### config.mk
export PLATFORM = sky130hd
export DESIGN_NAME = bist_session_sched
export DESIGN_NICKNAME = d
export VERILOG_FILES = /design/src/rtl/bist_pkg.sv /design/src/rtl/bist_session_sched_rr_arbiter.sv /design/src/rtl/bist_session_sched.sv
export SDC_FILE = /design/constraint.sdc
export NUM_CORES = 1
export LEC_CHECK = 0
export BUFFER_PORTS_ARGS = -buffer_cell sky130_fd_sc_hd__buf_2
export CORE_MARGIN = 3
export CORE_UTILIZATION = 35
export DETAILED_ROUTE_END_ITERATION = 10
export HOLD_SLACK_MARGIN = 0.08
export PLACE_DENSITY = 0.64
export SYNTH_ARGS = -nofsm -noshare
export SYNTH_HDL_FRONTEND = slang
export SYNTH_SLANG_ARGS = --single-unit
### constraint.sdc
create_clock -name CLK -period 5.2 [get_ports CLK]
set_input_delay 1.04 -clock CLK [delete_from_list [all_inputs] [get_ports CLK]]
set_output_delay 1.04 -clock CLK [all_outputs]
set_load 0.02 [all_outputs]
### src/rtl/bist_pkg.sv
// Package: bist_pkg
// Session state encoding and timeout counter width shared by the BIST scheduler.
package bist_pkg;

  typedef enum logic [2:0] {
    IDLE,
    ARB,
    ASSERT,
    RUN,
    CHECK,
    RELEASE,
    GAP
  } state_t;

  localparam int TO_W = 8;

endpackage

### src/rtl/bist_session_sched_rr_arbiter.sv
// Module: rr_arbiter
// Combinational masked-priority round-robin: the lowest requester at or above
// ptr wins, otherwise the lowest requester overall (wrap-around).
module rr_arbiter #(
  parameter int N_REQ = 4,
  parameter int IDX_W = 2
) (
  input  logic [N_REQ-1:0] req,
  input  logic [IDX_W-1:0] ptr,
  output logic [N_REQ-1:0] gnt,
  output logic [IDX_W-1:0] idx
);

  logic [N_REQ-1:0] masked;

  // Keep only the requests at or above the pointer.
  always_comb begin
    masked = '0;
    for (int i = 0; i < N_REQ; i++) begin
      masked[i] = req[i] && (i >= int'(ptr));
    end
  end

  // Lowest raw request first, then overridden by the lowest masked request if any.
  always_comb begin
    gnt = '0;
    idx = '0;
    for (int i = N_REQ - 1; i >= 0; i--) begin
      if (req[i]) begin
        gnt    = '0;
        gnt[i] = 1'b1;
        idx    = IDX_W'(i);
      end
    end
    for (int i = N_REQ - 1; i >= 0; i--) begin
      if (masked[i]) begin
        gnt    = '0;
        gnt[i] = 1'b1;
        idx    = IDX_W'(i);
      end
    end
  end

endmodule

### src/rtl/bist_session_sched.sv
// Module: bist_session_sched
// Shares one BIST engine among N_REQ requesters: round-robin grant, START
// handshake, LFSR/MISR stepping, signature compare and timeout abort.
module bist_session_sched
  import bist_pkg::*;
#(
  parameter int N_REQ   = 4,
  parameter int SIG_W   = 16,
  parameter int TIMEOUT = 255
) (
  input  logic                   CLK,
  input  logic                   RESET,
  input  logic [N_REQ-1:0]       REQ,
  input  logic [N_REQ*SIG_W-1:0] GOLDEN,
  output logic [N_REQ-1:0]       GNT,
  output logic [N_REQ-1:0]       DONE,
  output logic                   PASS,
  output logic                   ERR,
  output logic                   BIST_START,
  input  logic                   BIST_INIT,
  input  logic                   BIST_RUNNING,
  input  logic                   BIST_FINISH,
  input  logic                   BIST_END,
  output logic                   LFSR_LOAD,
  output logic                   MISR_CLR,
  output logic                   LFSR_EN,
  output logic                   MISR_EN,
  input  logic [SIG_W-1:0]       SIG_IN
);

  localparam int IDX_W = (N_REQ > 1) ? $clog2(N_REQ) : 1;

  state_t           state, state_n;
  logic [IDX_W-1:0] ptr, ptr_n;
  logic [IDX_W-1:0] winner, winner_n;
  logic [TO_W-1:0]  to_cnt, to_cnt_n;
  logic             rel_cnt, rel_cnt_n;
  logic [N_REQ-1:0] gnt_q, gnt_n;
  logic [N_REQ-1:0] done_q, done_n;
  logic             pass_q, pass_n;
  logic             err_q, err_n;
  logic             start_q, start_n;

  logic [N_REQ-1:0] arb_gnt;
  logic [IDX_W-1:0] arb_idx;
  logic [SIG_W-1:0] golden_sel;
  logic             sig_match;
  logic             timeout_hit;

  rr_arbiter #(
    .N_REQ(N_REQ),
    .IDX_W(IDX_W)
  ) u_arb (
    .req(REQ),
    .ptr(ptr),
    .gnt(arb_gnt),
    .idx(arb_idx)
  );

  assign golden_sel  = GOLDEN[int'(winner)*SIG_W +: SIG_W];
  assign sig_match   = (SIG_IN == golden_sel);
  assign timeout_hit = (to_cnt == TO_W'(TIMEOUT));

  // Seed/clear on the engine INIT pulse and step the datapath only while running.
  always_comb begin
    LFSR_LOAD = (state == ASSERT) && BIST_INIT;
    MISR_CLR  = (state == ASSERT) && BIST_INIT;
    LFSR_EN   = (state == RUN) && BIST_RUNNING;
    MISR_EN   = (state == RUN) && BIST_RUNNING;
  end

  // Session sequencing; every registered output is computed here for the next cycle.
  always_comb begin
    state_n   = state;
    ptr_n     = ptr;
    winner_n  = winner;
    to_cnt_n  = to_cnt;
    rel_cnt_n = rel_cnt;
    gnt_n     = gnt_q;
    done_n    = '0;
    pass_n    = pass_q;
    err_n     = err_q;
    case (state)
      IDLE: begin
        if (|REQ) state_n = ARB;
      end
      ARB: begin
        if (|REQ) begin
          gnt_n    = arb_gnt;
          winner_n = arb_idx;
          ptr_n    = (arb_idx == IDX_W'(N_REQ - 1)) ? '0 : arb_idx + IDX_W'(1);
          to_cnt_n = '0;
          state_n  = ASSERT;
        end else begin
          state_n = IDLE;
        end
      end
      ASSERT, RUN: begin
        if (!(&to_cnt)) to_cnt_n = to_cnt + TO_W'(1);
        if ((state == RUN) && BIST_FINISH) begin
          done_n  = gnt_q;
          pass_n  = sig_match;
          err_n   = 1'b0;
          state_n = CHECK;
        end else if (timeout_hit) begin
          done_n    = gnt_q;
          pass_n    = 1'b0;
          err_n     = 1'b1;
          rel_cnt_n = 1'b0;
          state_n   = RELEASE;
        end else if ((state == ASSERT) && BIST_INIT) begin
          state_n = RUN;
        end
      end
      CHECK: begin
        rel_cnt_n = 1'b0;
        state_n   = RELEASE;
      end
      RELEASE: begin
        rel_cnt_n = 1'b1;
        if (BIST_END || rel_cnt) begin
          gnt_n   = '0;
          state_n = GAP;
        end
      end
      GAP: begin
        state_n = (|REQ) ? ARB : IDLE;
      end
      default: state_n = IDLE;
    endcase
    start_n = (state_n == ASSERT) || (state_n == RUN);
  end

  // State and registered outputs; reset drops START and the grant immediately.
  always_ff @(posedge CLK or posedge RESET) begin
    if (RESET) begin
      state   <= IDLE;
      ptr     <= '0;
      winner  <= '0;
      to_cnt  <= '0;
      rel_cnt <= 1'b0;
      gnt_q   <= '0;
      done_q  <= '0;
      pass_q  <= 1'b0;
      err_q   <= 1'b0;
      start_q <= 1'b0;
    end else begin
      state   <= state_n;
      ptr     <= ptr_n;
      winner  <= winner_n;
      to_cnt  <= to_cnt_n;
      rel_cnt <= rel_cnt_n;
      gnt_q   <= gnt_n;
      done_q  <= done_n;
      pass_q  <= pass_n;
      err_q   <= err_n;
      start_q <= start_n;
    end
  end

  assign GNT        = gnt_q;
  assign DONE       = done_q;
  assign PASS       = pass_q;
  assign ERR        = err_q;
  assign BIST_START = start_q;

endmodule

### After elaboration in Yosys (flattened, before gate mapping)

Index checks and enable logic that the tools add are counted.

| operators by class | value |
|---|---|
| shift-type cells | 1 |
| $add $sub $neg | 2 |
| eq/ne operators | 16 |
| magnitude comparators | 3 |
| reduce and logical (&&, ||, !) cells | 21 |
| muxes and demuxes | 38 |

Operator list:

| operator | count |
|---|---|
| $shiftx 64x7->16 | 1 |
| $mux 4 | 9 |
| $mux 3 | 8 |
| $mux 2 | 9 |
| $pmux 3 s6 | 1 |
| $eq 16x16->1 | 1 |
| $mux 8 | 2 |
| $pmux 8 s2 | 1 |
| $eq 3x2->1 const B | 4 |
| $ne 2x2->1 const B | 5 |
| $eq 3x3->1 const B | 3 |
| $reduce_and 3->1 | 3 |
| $add 8x1->8 const B | 1 |
| $eq 8x8->1 const B | 1 |
| $pmux 4 s2 | 1 |
| $reduce_and 8->1 | 1 |
| $logic_and 1x1->1 | 6 |
| $mux 1 | 6 |
| $reduce_bool 2->1 | 3 |
| $ge 1x2->1 const A | 2 |
| $reduce_and 2->1 | 2 |
| $reduce_or 4->1 | 1 |
| $eq 3x1->1 const B | 1 |
| $logic_not 3->1 | 1 |
| other kinds (7) | 8 |

| storage, ports and cells | value |
|---|---|
| bits of input ports | 90 |
| register bits | 27 |
| output and inout bits | 15 |
| logic and storage cells | 91 |

### Logic depth before layout (Yosys ltp)

| logic depth | value |
|---|---|
| depth after elaboration | 9 |
| depth in mapped cells | 9 |
| gate-level depth less buffers | 8 |

### Hierarchy

A second synthesis with hierarchy kept.

| second synthesis, totals | value |
|---|---|
| cells, all modules | 196 |
| area total of the unflattened synthesis | 2,038.2 sq um |

Modules (own cells, without submodules):

| module | cells each | area an instance (sq um) | instances | seq. area each (sq um) |
|---|---|---|---|---|
| bist_session_sched | 166 | 1,850.5 | 1 | 675.6 |
| rr_arbiter | 30 | 187.7 | 1 | 0.0 |

### Worst setup path before layout

OpenSTA, ideal clock, no wires.

| timing | value |
|---|---|
| path type | in2out |
| start point | in BIST_INIT |
| end point | out MISR_CLR |
| buffers on the path | 1 |
| slack | 2.282 ns |
| stages on the path | 2 |
| data required time | 4.160 ns |
| data arrival time | 1.878 ns |
| path through | nor3b_1 > buf_4 |

| on the way | value |
|---|---|
| cells in the longest elaborated chain, start to end | 1 |

Ends and longest elaborated chain:

| element | line | text |
|---|---|---|
| start, declared | bist_session_sched.sv:20 | `input logic BIST_INIT,` |
| $logic_and 1x1->1 | bist_session_sched.sv:67 | `MISR_CLR = (state == ASSERT) && BIST_INIT;` |
| end, declared | bist_session_sched.sv:25 | `output logic MISR_CLR,` |

No other way between the ends.

### Final worst setup path

| timing | value |
|---|---|
| start point | reg winner[0] |
| end point | reg pass_q (netlist: PASS) |

| on the way | value |
|---|---|
| cells in the longest elaborated chain, start to end | 3 |

Ends and longest elaborated chain:

| element | line | text |
|---|---|---|
| start, declared | bist_session_sched.sv:35 | `logic [IDX_W-1:0] winner, winner_n;` |
| start signal, assigned | bist_session_sched.sv:150 | `winner <= winner_n;` |
| $shiftx 64x7->16 | bist_session_sched.sv:60 | `assign golden_sel = GOLDEN[int'(winner)*SIG_W +: SIG_W];` |
| $eq 16x16->1 | bist_session_sched.sv:61 | `assign sig_match = (SIG_IN == golden_sel);` |
| $mux 1 | bist_session_sched.sv:100 | `if ((state == RUN) && BIST_FINISH) begin` |
| end signal, assigned | bist_session_sched.sv:155 | `pass_q <= pass_n;` |
| end, declared | bist_session_sched.sv:40 | `logic pass_q, pass_n;` |

No other way between the ends.
A chain may end at the register's enable or synchronous reset.

==> results.json <==
{
  "status": "completed",
  "grt_max_degree": 28,
  "grt_pass1_vias": 2091,
  "synth_top_area_share_pct": 32.4,
  "layout.nets": 407,
  "yosysTopAreaCell": "dfrtp_1",
  "synth_cell_type_count": 47,
  "drv_cap": 0,
  "synth_edf_count": 0,
  "clockBufferDepth": 2,
  "crit_end": "PASS",
  "cp.depth": 5,
  "cts_resized": 0,
  "io_pins": 105,
  "drive_gt1_share_pct": 37.9,
  "final_cell_mix": "buf_2 (104), dfrtp_1 (27), nand2_1 (21)",
  "final_common_cell": "buf_2",
  "cp_data_arrival_time_ps": 2940,
  "start_kind": "register",
  "regToRegStartpoint": "winner[0]",
  "dpl_cell_area_sq_mm": 0.00261,
  "synth_area_leaders": "dfrtp_1 (32%), mux2i_1 (6.7%), mux4_2 (5.4%)",
  "min_delay_path_depth": 1,
  "cp.required_ps": 5410,
  "whs_ps": 497,
  "fin_skew_ps": 4.53,
  "fmax_mhz": 366,
  "drcViolationCount": 0,
  "peakVddDrop_v": 0.000168,
  "post_drt_wl_per_cell_um": 14.9,
  "slew_headroom_pct": 21.1,
  "clock_latency_ps": 260,
  "synthesis.nets": 312,
  "area_delta_synth_final_pct": 27.1,
  "fin_util_pct": 47.0,
  "synth-main-ff-cell": "dfrtp_1",
  "async_reset_ff_share_pct": 100,
  "grt-ovfl-total": 0,
  "finalMaxSlewViolations": 0,
  "dieArea_sq_mm": 0.00692,
  "dp_hpwl_um": 4700,
  "io_buffers": 104,
  "cts_htree_levels": 1,
  "r2r_slack_ps": 2470,
  "crit_family": "flip-flops",
  "gp_congestion": 0.893,
  "ant_nets": 0,
  "syn-cell-area_sq_mm": 0.00209,
  "cts_hold_buffers": 0,
  "tritoncts": "done",
  "cts-root-buf": "clkbuf_8",
  "chipWidth_um": 83.2,
  "crit_start": "winner[0]",
  "p_switching_mw": 0.483,
  "p_int_mw": 0.621,
  "pwr-share-seq_pct": 36.3,
  "power.density_mw_per_mm2": 417,
  "antenna-diode-count": 0,
  "die_h_um": 83.2,
  "viasPerCell": 5.20,
  "clk_pin_slew_ps": 90,
  "max_stage_delay_ps": 1140,
  "criticalPathCategory": "register to register",
  "p_sw_share_pct": 43.8,
  "grt.total_usage_pct": 16.8,
  "worstSetupEndpointType": "register",
  "dr.pass1.iters": 4,
  "routed_wl_um": 5770,
  "rr_worst_depth": 5,
  "rows": 27,
  "fin_area_sq_mm": 0.00265,
  "worst_pin_slew_ps": 1180,
  "setup_tns_ps": 0,
  "finalCritPeriodShare_pct": 52.5,
  "fillers": 557,
  "cts_num_sinks": 27,
  "yosys_warnings": 0,
  "cts-buffers-inserted": 3,
  "setup_viol": 0,
  "crit_path_max_fanout": 24,
  "antenna_found_initial": 0,
  "hp-class": "register to register",
  "syn_inst": 220,
  "comb_power_share_pct": 53.2,
  "r2r-end": "PASS",
  "critPathSlowestCell": "dfrtp_1",
  "hold_viol_final": 0,
  "grt_pass1_wl_um": 9810,
  "synth_seq_cells": 27,
  "vias": 2009,
  "period_minus_slack_ps": 2730,
  "cts_setup_buffers": 0,
  "postSynthAreaPerCell_sq_um": 9.48,
  "p_leak_nw": 1.29,
  "rsz0062_at_grt": "no",
  "power_frac_clock_pct": 10.5,
  "critPathBufInv": 0,
  "crit_path_cell_trace": "mux4_1 > xnor2_1 > nand4_1 > nor4_1 > a32o_1",
  "drt_iter0_drc": 73,
  "ys_seq_area_share_pct": 32.4,
  "start_util_pct": 37.0,
  "core_sq_mm": 0.00564
}
-- per-stage QoR --
| step | total power, mW | std cells | worst slack, ps |
|---|---|---|---|
| 2_1_floorplan | 0.877 | 220 | 2280 |
| 3_3_place_gp | 0.983 | 382 | 2540 |
| 3_5_place_dp | 0.997 | 382 | 2440 |
| 4_1_cts | 1.12 | 386 | 2430 |
| 5_1_grt | 1.21 | 386 | 2150 |
| 6_report | 1.10 | 386 | 2470 |
-- registers in the layout, summed over array words and instances (netlist names) --
name and cells:
GNT 4, ptr 2, rel_cnt 1, to_cnt 8, winner 2, DONE 4, state 3, ERR 1
PASS 1, BIST_START 1
-- power groups by stage --
stage | combinational, mW | sequential [mW] | clock (mW)
after floorplan | 0.549 | 0.329 | 0
after global placement | 0.582 | 0.401 | 0
after detailed placement | 0.592 | 0.405 | 0
after CTS | 0.594 | 0.400 | 0.122
after global routing | 0.659 | 0.419 | 0.130
final | 0.588 | 0.401 | 0.116
-- area by class of cell --
cell class | count | area (sq um) | share of cell area (%)
well taps | 72 | 90.1 | 3.40
inverters | 8 | 30.0 | 1.13
flip-flops and latches | 27 | 676 | 25.5
repair buffers | 105 | 528 | 19.9
clock buffers | 4 | 45.0 | 1.70
multi-input cells | 170 | 1280 | 48.3
-- worst min-delay path by stage --
stage | end | startpoint | slack [ps]
2_1_floorplan | to_cnt[6] | to_cnt[6] | 480
6_report | PASS | PASS | 500
3_5_place_dp | PASS | PASS | 480
5_1_grt | PASS | PASS | 550
4_1_cts | PASS | PASS | 500
3_3_place_gp | PASS | PASS | 490
-- cells in the mapped netlist (2+ instances only) --
| library cell | count |
|---|---|
| o31ai_1 | 3 |
| a22o_1 | 2 |
| o211ai_1 | 2 |
| a221oi_1 | 2 |
| and2_1 | 5 |
| buf_6 | 2 |
| nand2b_1 | 3 |
| inv_1 | 8 |
| mux2_2 | 2 |
| dfrtp_1 | 27 |
| o22ai_1 | 4 |
| nor3_1 | 3 |
| xor2_1 | 8 |
| mux2i_1 | 14 |
| o21ai_0 | 13 |
| a21oi_1 | 13 |
| or3_1 | 3 |
| nor2_1 | 18 |
| nand2_1 | 21 |
| a32o_1 | 3 |
| nand3_1 | 7 |
| nor4_1 | 3 |
| mux4_1 | 4 |
| xnor2_1 | 9 |
| ha_1 | 2 |
| buf_4 | 2 |
| nor2b_1 | 4 |
| o2111ai_1 | 2 |
| mux4_2 | 5 |
| clkbuf_1 | 7 |
| buf_2 | 3 |
-- worst reg2reg max path, delay by kind of cell (launching register included) --
kind,cells,cell delay (ps)
flops,1,1140
mux,1,710
compound gates,1,200
xor+xnor,1,200
simple gates,2,430
-- cells by family after synthesis --
family	synth area share, %
simple gates	16.4
compound gates	16.9
flops	32.4
fa+ha+maj	1.20
mux	18.2
xor+xnor	8.70
buf+inv	6.18
-- routing by layer --
metal	vias up	part of all wire (%)	global-route usage [%]
li1	993	-	-
met1	915	41	20.3
met2	95	50	30.9
met3	6	8.2	4.27
met4	0	0.62	1.78
met5	-	0	0
Power figures use the tool's default switching activity.
